### config.mk
export PLATFORM = sky130hd
export DESIGN_NAME = scan_bist_ctrl
export DESIGN_NICKNAME = d
export VERILOG_FILES = /design/src/rtl/scan_bist_ctrl.sv
export SDC_FILE = /design/constraint.sdc
export NUM_CORES = 1
export LEC_CHECK = 0
export BUFFER_PORTS_ARGS = -buffer_cell sky130_fd_sc_hd__buf_2
export CAP_MARGIN = 40
export CORE_MARGIN = 10
export CORE_UTILIZATION = 30
export DETAILED_ROUTE_END_ITERATION = 12
export PLACE_DENSITY = 0.48
export SETUP_SLACK_MARGIN = 0.5
export SLEW_MARGIN = 40
export SYNTH_ARGS = -nofsm -noshare
export SYNTH_HDL_FRONTEND = slang
export SYNTH_SLANG_ARGS = --single-unit
### constraint.sdc
create_clock -name CK -period 2.7 [get_ports CK]
set_clock_uncertainty 0.1 [all_clocks]
set_input_delay 0.405 -clock CK [delete_from_list [all_inputs] [get_ports CK]]
set_output_delay 0.405 -clock CK [all_outputs]
set_load 0.02 [all_outputs]
### src/rtl/scan_bist_ctrl.sv
// scan_bist_ctrl: STUMPS-style logic-BIST controller (PRPG + phase shifter -> 7 chains -> MISR).
// Optional run abort input is compiled in when SCAN_BIST_ABORT_EN is defined.
module scan_bist_ctrl #(
  parameter int          CHAIN_LEN = 40,
  parameter int          NUM_PAT_W = 16,
  parameter logic [15:0] PRPG_SEED = 16'hACE1,
  parameter logic [15:0] MISR_POLY = 16'h1021
) (
  input  logic                 CK,
  input  logic                 rst_n,
  input  logic                 start,
  input  logic [NUM_PAT_W-1:0] num_pat,
  input  logic [15:0]          expected_sig,
`ifdef SCAN_BIST_ABORT_EN
  input  logic                 abort,
`endif
  input  logic [6:0]           SO_chain,
  output logic [6:0]           SI_chain,
  output logic                 scan_en,
  output logic                 test_en,
  output logic                 busy,
  output logic                 done,
  output logic                 pass,
  output logic [15:0]          signature
);

  localparam int CNT_W = (CHAIN_LEN > 1) ? $clog2(CHAIN_LEN) : 1;
  localparam logic [CNT_W-1:0] LAST_CNT = CNT_W'(CHAIN_LEN - 1);

  typedef enum logic [1:0] {
    ST_IDLE    = 2'd0,
    ST_SHIFT   = 2'd1,
    ST_CAPTURE = 2'd2,
    ST_DONE    = 2'd3
  } state_t;

  state_t               state_r;
  state_t               state_nxt_s;
  logic [CNT_W-1:0]     shift_cnt_r;
  logic [NUM_PAT_W-1:0] pat_left_r;
  logic                 first_load_r;
  logic [15:0]          prpg_r;
  logic [15:0]          misr_r;
  logic [15:0]          misr_nxt_s;
  logic                 done_r;
  logic                 pass_r;
  logic                 busy_s;
  logic                 start_ok_s;
  logic                 last_shift_s;
  logic                 abort_s;

  function automatic logic [15:0] prpg_step(input logic [15:0] p);
    return {p[14:0], p[15] ^ p[13] ^ p[12] ^ p[10]};
  endfunction

  function automatic logic [15:0] misr_step(input logic [15:0] m, input logic [6:0] so);
    return {m[14:0], 1'b0} ^ (m[15] ? MISR_POLY : 16'h0000) ^ {9'b0_0000_0000, so};
  endfunction

  function automatic logic [6:0] phase_shift(input logic [15:0] p);
    return p[6:0] ^ p[13:7];
  endfunction

`ifdef SCAN_BIST_ABORT_EN
  assign abort_s = abort & busy_s;
`else
  assign abort_s = 1'b0;
`endif

  assign busy_s       = (state_r == ST_SHIFT) || (state_r == ST_CAPTURE);
  assign start_ok_s   = start && ((state_r == ST_IDLE) || (state_r == ST_DONE));
  assign last_shift_s = (state_r == ST_SHIFT) && (shift_cnt_r == LAST_CNT);
  assign misr_nxt_s   = misr_step(misr_r, SO_chain);

  // FSM state register
  always_ff @(posedge CK or negedge rst_n) begin
    if (!rst_n) begin
      state_r <= ST_IDLE;
    end else begin
      state_r <= state_nxt_s;
    end
  end

  // FSM next-state decode
  always_comb begin
    state_nxt_s = state_r;
    case (state_r)
      ST_IDLE, ST_DONE: begin
        if (start) begin
          state_nxt_s = (num_pat == '0) ? ST_DONE : ST_SHIFT;
        end else begin
          state_nxt_s = state_r;
        end
      end
      ST_SHIFT: begin
        if (abort_s) begin
          state_nxt_s = ST_DONE;
        end else if (last_shift_s) begin
          state_nxt_s = (pat_left_r == '0) ? ST_DONE : ST_CAPTURE;
        end else begin
          state_nxt_s = ST_SHIFT;
        end
      end
      ST_CAPTURE: begin
        if (abort_s) begin
          state_nxt_s = ST_DONE;
        end else begin
          state_nxt_s = ST_SHIFT;
        end
      end
      default: state_nxt_s = ST_IDLE;
    endcase
  end

  // Pattern generator, compactor, counters and result flags
  always_ff @(posedge CK or negedge rst_n) begin
    if (!rst_n) begin
      shift_cnt_r  <= '0;
      pat_left_r   <= '0;
      first_load_r <= 1'b1;
      prpg_r       <= PRPG_SEED;
      misr_r       <= 16'h0000;
      done_r       <= 1'b0;
      pass_r       <= 1'b0;
    end else if (start_ok_s) begin
      shift_cnt_r  <= '0;
      pat_left_r   <= num_pat;
      first_load_r <= 1'b1;
      prpg_r       <= PRPG_SEED;
      misr_r       <= 16'h0000;
      done_r       <= (num_pat == '0);
      pass_r       <= (num_pat == '0) && (expected_sig == 16'h0000);
    end else if (abort_s) begin
      // MISR and PRPG freeze so the partial signature stays observable
      done_r <= 1'b1;
      pass_r <= 1'b0;
    end else begin
      done_r <= 1'b0;
      case (state_r)
        ST_SHIFT: begin
          prpg_r <= prpg_step(prpg_r);
          if (!first_load_r) begin
            misr_r <= misr_nxt_s;
          end
          if (last_shift_s) begin
            shift_cnt_r <= '0;
            if (pat_left_r == '0) begin
              done_r <= 1'b1;
              pass_r <= (misr_nxt_s == expected_sig);
            end else begin
              pat_left_r   <= pat_left_r - NUM_PAT_W'(1);
              first_load_r <= 1'b0;
            end
          end else begin
            shift_cnt_r <= shift_cnt_r + CNT_W'(1);
          end
        end
        ST_CAPTURE: shift_cnt_r <= '0;
        default:    shift_cnt_r <= shift_cnt_r;
      endcase
    end
  end

  assign SI_chain  = (state_r == ST_SHIFT) ? phase_shift(prpg_r) : 7'h00;
  assign scan_en   = (state_r == ST_SHIFT);
  assign test_en   = busy_s;
  assign busy      = busy_s;
  assign done      = done_r;
  assign pass      = pass_r;
  assign signature = misr_r;

endmodule

* Word level (Yosys, flattened, before mapping) *
Cells that the tools add are included.

cells by class
  bitwise logic cells = 6
  reductions and logical operators = 17
  multiplexer cells = 31
  add/subtract/negate cells = 2
  eq/ne operators = 8

operators by type and width
  operator                 count
  $mux W16                 9
  $logic_not A16 Y1        3
  $eq A16 B16 Y1           1
  $sub A16 B1 Y16 const B  1
  $xor A16 B13 Y16         1
  $xor A16 B7 Y16          1
  $mux W1                  13
  $mux W13                 1
  $mux W6                  2
  $pmux W6 S2              1
  $mux W7                  1
  $xor A7 B7 Y7            1
  $add A6 B1 Y6 const B    1
  $eq A6 B6 Y1 const B     1
  $mux W2                  3
  $pmux W2 S3              1
  $reduce_and A3 Y1        2
  $reduce_bool A2 Y1       3
  $eq A2 B2 Y1 const B     2
  $ne A2 B2 Y1 const B     2
  $logic_and A1 B1 Y1      3
  $reduce_bool A3 Y1       1
  $xor A1 B1 Y1            3
  $eq A2 B1 Y1 const B     1
  other kinds (5)          6

storage, ports and cells
  register bits after elaboration = 59
  logic and storage cells = 72

* Logic depth before layout (Yosys ltp) *
  depth after elaboration = 8
  gate-level depth with buffers = 8
  depth with buffers taken out = 7

* Least setup slack after synthesis *
Ideal clock, no wire load.

  kind = register to register
  from = register state_r[1]
  to = register pat_left_r[4]
  library setup time = 0.132 ns
  stages on the path, launching flop included = 9
  data required time = 2.468 ns
  data arrival time = 1.893 ns
  slack = 0.575 ns
  buffers on the path = 1
  cells stage by stage = dfrtp_1 inv_1 ha_1 clkbuf_1 and2_2 nand2_2 a2111oi_0 xnor2_1 o21ai_1

RTL lines
  element                                 RTL line  RTL
  start, declared                         37        state_t state_r;
  start signal, assigned                  80        state_r <= state_nxt_s;
  $eq A2 B1 Y1 (*)                        -
  via scan_en                             19        output logic scan_en,
  $logic_and A1 B1 Y1                     72        assign last_shift_s = (state_r == ST_SHIFT) && (shift_cnt_r == LAST_CNT);
  $reduce_bool A2 Y1 (no source line)     -
  $reduce_and A3 Y1 (no source line) (*)  -
  end signal, assigned                    127       pat_left_r <= num_pat;
  end signal, assigned                    151       pat_left_r <= pat_left_r - NUM_PAT_W'(1);
  end, declared                           40        logic [NUM_PAT_W-1:0] pat_left_r;

The timed path passes the listed nets; every way through them passes the cells marked *.
A chain may end at the register's enable or synchronous reset.

* Final worst setup path *
  from = register state_r[1]
  to = output scan_en

between the ends
  word-level cells in the longest chain between the ends = 1

RTL lines
  element        RTL line  RTL
  $eq A2 B1 Y1   165       assign scan_en = (state_r == ST_SHIFT);
  end, declared  19

No other way between the ends.

==> impl_results.html <==
<table>
<tr><th>Metric</th><th>Value</th></tr>
<tr><th colspan="2">Yosys</th></tr>
<tr><td>Cell type with the highest aggregate area in the netlist</td><td>sky130_fd_sc_hd__dfrtp_1</td></tr>
<tr><td>Area share of and/or/nand/nor cells after synthesis</td><td>0.219</td></tr>
<tr><td>Synth Instances</td><td>roughly 350</td></tr>
<tr><td>Post-synth top area share</td><td>0.380</td></tr>
<tr><td>Synthesis warning total</td><td>0</td></tr>
<tr><td>Share of synthesized cell area in full adder, half adder and majority cells</td><td>0.0152</td></tr>
<tr><td>Syn Area/Cell</td><td>9.49 sq um</td></tr>
<tr><td>Distinct cell type count of the synthesized netlist</td><td>44</td></tr>
<tr><td>Seq/Total Area, Yosys</td><td>0.452</td></tr>
<tr><td>Main combinational cell family by area after synthesis</td><td>simple AND/OR/NAND/NOR gates</td></tr>
<tr><td>Synth Area in Compound Gates</td><td>0.0927</td></tr>
<tr><td>Number of nets produced by synthesis</td><td>approximately 390</td></tr>
<tr><td>Flops &amp; latches, synth</td><td>a little under 60</td></tr>
<tr><td>Most area-consuming cells after synthesis</td><td>sky130_fd_sc_hd__dfrtp_1 38%, sky130_fd_sc_hd__xnor2_1 12%, sky130_fd_sc_hd__dfstp_2 7.2%</td></tr>
<tr><td>Mux cell area share after synthesis</td><td>0.0517</td></tr>
<tr><td>Share of the synthesized netlist area taken by xor and xnor gates</td><td>0.141</td></tr>
<tr><td>Area of the mapped netlist</td><td>roughly 0.0033 sq mm</td></tr>
<tr><th colspan="2">Run</th></tr>
<tr><td>Max-capacitance violation count</td><td>0</td></tr>
<tr><th colspan="2">Critical path</th></tr>
<tr><td>Startpoint of the lowest-slack register-to-register path</td><td>state_r[1]</td></tr>
<tr><td>R2R setup slack</td><td>0.59 ns</td></tr>
<tr><td>Path depth of the worst reg2reg path</td><td>7</td></tr>
<tr><td>Category of the worst setup path capture point</td><td>output pin</td></tr>
<tr><td>Startpoint type of the worst setup path</td><td>flip-flop</td></tr>
<tr><td>Data required time at the worst endpoint</td><td>around 2.2 ns</td></tr>
<tr><td>Setup CP Type</td><td>reg2out</td></tr>
<tr><td>CP arrival</td><td>1.70 ns</td></tr>
<tr><td>CP max FO</td><td>19</td></tr>
<tr><td>Reg2reg end</td><td>pat_left_r[4]</td></tr>
<tr><th colspan="2">Power and ir drop</th></tr>
<tr><td>PD cells</td><td>around 1200 mW/mm^2</td></tr>
<tr><td>Overall power consumption</td><td>4700 uW</td></tr>
<tr><td>Power dissipated by switching net loads</td><td>2050 uW</td></tr>
<tr><td>Clock Power Share</td><td>0.153</td></tr>
<tr><td>Switching part of the total power</td><td>0.436</td></tr>
<tr><td>Static power due to leakage</td><td>~0.0018 uW</td></tr>
<tr><td>Peak supply drop</td><td>0.396 mV</td></tr>
<tr><td>Proportion of power drawn by combinational gates</td><td>0.477</td></tr>
<tr><td>Seq pwr share</td><td>0.370</td></tr>
<tr><td>Cell-internal power</td><td>2650 uW</td></tr>
<tr><th colspan="2">CTS</th></tr>
<tr><td>Number of sinks handled by clock tree synthesis</td><td>a little under 60</td></tr>
<tr><td>H-tree Lvls</td><td>3</td></tr>
<tr><td>Cts bufs inserted</td><td>9</td></tr>
<tr><td>Buffer levels on the longest clock path</td><td>2</td></tr>
<tr><td>Reg clk slew, reported paths</td><td>approximately 0.070 ns</td></tr>
<tr><td>Clock root cell</td><td>sky130_fd_sc_hd__clkbuf_8</td></tr>
<tr><td>Hold-fix buffers at CTS</td><td>0</td></tr>
<tr><td>Worst-skew pair later-pin latency</td><td>roughly 0.34 ns</td></tr>
<tr><td>TritonCTS clock tree</td><td>yes</td></tr>
<tr><th colspan="2">Layout</th></tr>
<tr><td>Relative area change from synthesis to final layout</td><td>21.6%</td></tr>
<tr><td>Final-layout fill cell count</td><td>~1100</td></tr>
<tr><td>Ratio of cells with drive above 1 in the final layout</td><td>0.282</td></tr>
<tr><td>Layout Cells excl Fill</td><td>approximately 570</td></tr>
<tr><td>Count of antenna diodes in the layout</td><td>0</td></tr>
<tr><td>Number of nets in the layout</td><td>between 400 and 500</td></tr>
<tr><th colspan="2">Floorplan</th></tr>
<tr><td>Initial standard-cell utilization of the core</td><td>0.305</td></tr>
<tr><td>Overall die area</td><td>around 0.016 sq mm</td></tr>
<tr><td>Num ports</td><td>70</td></tr>
<tr><td>Vertical die dimension</td><td>~120 um</td></tr>
<tr><td>Number of placement rows</td><td>38</td></tr>
<tr><td>Core Footprint</td><td>0.0108 sq mm</td></tr>
<tr><td>Width of the chip</td><td>around 120 um</td></tr>
<tr><th colspan="2">Route</th></tr>
<tr><td>Final WL</td><td>8990 um</td></tr>
<tr><td>Routed via count</td><td>2729</td></tr>
<tr><td>DR vias/cell</td><td>4.83</td></tr>
<tr><td>Post-route ant nets</td><td>0</td></tr>
<tr><td>Wire length per cell after detailed routing</td><td>approximately 16 um</td></tr>
<tr><td>Iteration-0 DRC count of the detailed router</td><td>a little over 90</td></tr>
<tr><td>TritonRoute pass-1 iters</td><td>4</td></tr>
<tr><td>Number of remaining DRC errors</td><td>0</td></tr>
<tr><th colspan="2">Global route</th></tr>
<tr><td>Vias in the first global route</td><td>between 2000 and 3000</td></tr>
<tr><td>GRT Util Overall</td><td>0.117</td></tr>
<tr><td>First-pass GRT wire length</td><td>around 15000 um</td></tr>
<tr><td>Pin count of the biggest net entering global routing</td><td>35</td></tr>
<tr><td>Total overflow reported by the global router</td><td>0</td></tr>
<tr><td>Initial antenna violation count</td><td>0</td></tr>
<tr><th colspan="2">Placement</th></tr>
<tr><td>Port buffer count</td><td>between 60 and 70</td></tr>
<tr><td>RePlAce Congestion</td><td>~0.83</td></tr>
<tr><td>Number of placed instances with taps included</td><td>549</td></tr>
<tr><td>Detailed placement HPWL</td><td>6760 um</td></tr>
<tr><th colspan="2">Run status</th></tr>
<tr><td>Outcome</td><td>complete, but fails checks</td></tr>
<tr><td>Violations in the final reports</td><td>negative hold slack</td></tr>
<tr><th colspan="2">Timing</th></tr>
<tr><td>Number of setup violations in the final report</td><td>0</td></tr>
<tr><td>Final Cycle Share</td><td>0.817</td></tr>
<tr><td>Crit path time final</td><td>between 2 and 2.5 ns</td></tr>
<tr><td>Final Slew Violations</td><td>0</td></tr>
<tr><td>Final hold slack</td><td>-0.0120 ns</td></tr>
<tr><td>Worst relative slew slack</td><td>0.567</td></tr>
<tr><td>Peak Freq</td><td>0.454 GHz</td></tr>
<tr><td>Fin. Hold Viols</td><td>13</td></tr>
<tr><td>Setup repair after global routing missed its margin</td><td>true</td></tr>
<tr><td>Least-Margin Pin Slew</td><td>0.649 ns</td></tr>
<tr><td>Final TNS setup</td><td>0 ns</td></tr>
<tr><th colspan="2">Worst hold path</th></tr>
<tr><td>HP Class</td><td>in2async</td></tr>
</table>
through the flow:
stage / setup slack, ns / instance area (sq um) / util
3_3_place_gp: 0.633 / 3820 / 0.354
2_1_floorplan: 0.575 / 3290 / -
6_report: 0.495 / 4010 / 0.371
5_1_grt: 0.391 / 4010 / 0.371
3_5_place_dp: 0.580 / 3820 / 0.354
4_1_cts: 0.477 / 4000 / 0.370
flip-flops by register name, summed over array words and instances, names as in the netlist:
register / count
pat_left_r: 16
first_load_r: 1
pass: 1
signature: 16
prpg_r: 16
done: 1
state_r: 2
shift_cnt_r: 6
how the worst max path moves through the flow:
stage          slack [ns]             to           from
2_1_floorplan        0.58  pat_left_r[4]     state_r[1]
3_3_place_gp         0.63  pat_left_r[4]  pat_left_r[0]
3_5_place_dp         0.58  pat_left_r[0]  pat_left_r[0]
4_1_cts              0.48        scan_en     state_r[1]
5_1_grt              0.39        scan_en     state_r[1]
6_report             0.50        scan_en     state_r[1]
cell families (layout without fill, tap and decap cells):
logic type	Yosys count	after routing
adder cells (fa/ha/maj)	4	4
AND/OR/NAND/NOR	143	143
flip-flops	59	59
buffers and inverters	22	100
multiplexers	17	17
AO/OA/AOI/OAI	49	49
XOR/XNOR	53	53
worst max-delay path, cell delays in order (launching register included):
cell and delay [ns]:
sky130_fd_sc_hd__dfrtp_1 0.41, sky130_fd_sc_hd__inv_1 0.07, sky130_fd_sc_hd__ha_1 0.28, sky130_fd_sc_hd__buf_4 0.36
sky130_fd_sc_hd__buf_2 0.23
synth_stat cells (all sizes together):
cell type,number
o221ai,1
or2b,1
or4,2
a211oi,12
and2,2
or3,7
nand4,6
and3,3
nor3,4
inv,5
nor2,38
a21oi,15
xor2,8
o21ai,15
buf,8
ha,4
xnor2,45
dfrtp,50
clkbuf,8
mux2i,17
a2111oi,1
a21o,1
a32oi,1
and4bb,1
nand2,51
dfstp,9
or2,3
clkinv,1
nand2b,2
o21a,1
nand3,8
o41ai,1
a21bo,1
nor4,15
power groups by stage:
stage               Sequential (uW)  Combinational, uW  Clock (uW)
floorplan                      1740               1600           0
global route                   1800               2520         791
detailed placement             1750               2270           0
global placement               1750               2250           0
CTS                            1740               2290         746
finish                         1740               2240         719
area by class of cell:
type,count,area [sq um],share of cell area
multi-input combinational,266,1720,0.430
inverter,6,23.8,0.00594
timing repair buffer,78,425,0.106
clock inverter,4,26.3,0.00656
sequential,59,1490,0.371
tap,140,175,0.0437
clock buffer,12,145,0.0362
routing by layer:
| metal | global-route usage | vias to the layer above | part of all wire |
|---|---|---|---|
| li1 | - | 1340 | - |
| met1 | 0.148 | 1331 | 0.48 |
| met4 | 0.0391 | 0 | 0.0097 |
| met3 | 0.0336 | 6 | 0.044 |
| met2 | 0.185 | 52 | 0.47 |
| met5 | 0 | - | 0 |
cells in the final DEF (no fill, tap or decap), types with 7 or more instances in the layout:
cell | Yosys | layout
sky130_fd_sc_hd__buf_2 | 0 | 69
sky130_fd_sc_hd__nand2_1 | 50 | 50
sky130_fd_sc_hd__dfrtp_1 | 50 | 50
sky130_fd_sc_hd__xnor2_1 | 45 | 45
sky130_fd_sc_hd__nor2_1 | 38 | 38
sky130_fd_sc_hd__mux2i_1 | 17 | 17
sky130_fd_sc_hd__a21oi_1 | 15 | 15
sky130_fd_sc_hd__nor4_1 | 13 | 13
sky130_fd_sc_hd__o21ai_1 | 13 | 13
sky130_fd_sc_hd__a211oi_1 | 11 | 11
sky130_fd_sc_hd__clkbuf_8 | 0 | 10
sky130_fd_sc_hd__dfstp_2 | 9 | 9
sky130_fd_sc_hd__xor2_1 | 8 | 8
sky130_fd_sc_hd__buf_4 | 3 | 8
sky130_fd_sc_hd__or3_1 | 7 | 7
sky130_fd_sc_hd__nand3_1 | 7 | 7
repair_timing:
action | in CTS | in global routing
resized for setup | 1 | 2
buffers inserted | 0 | 0
endpoints found under the setup margin | 7 | 12
(Power assumes the default switching activity.)
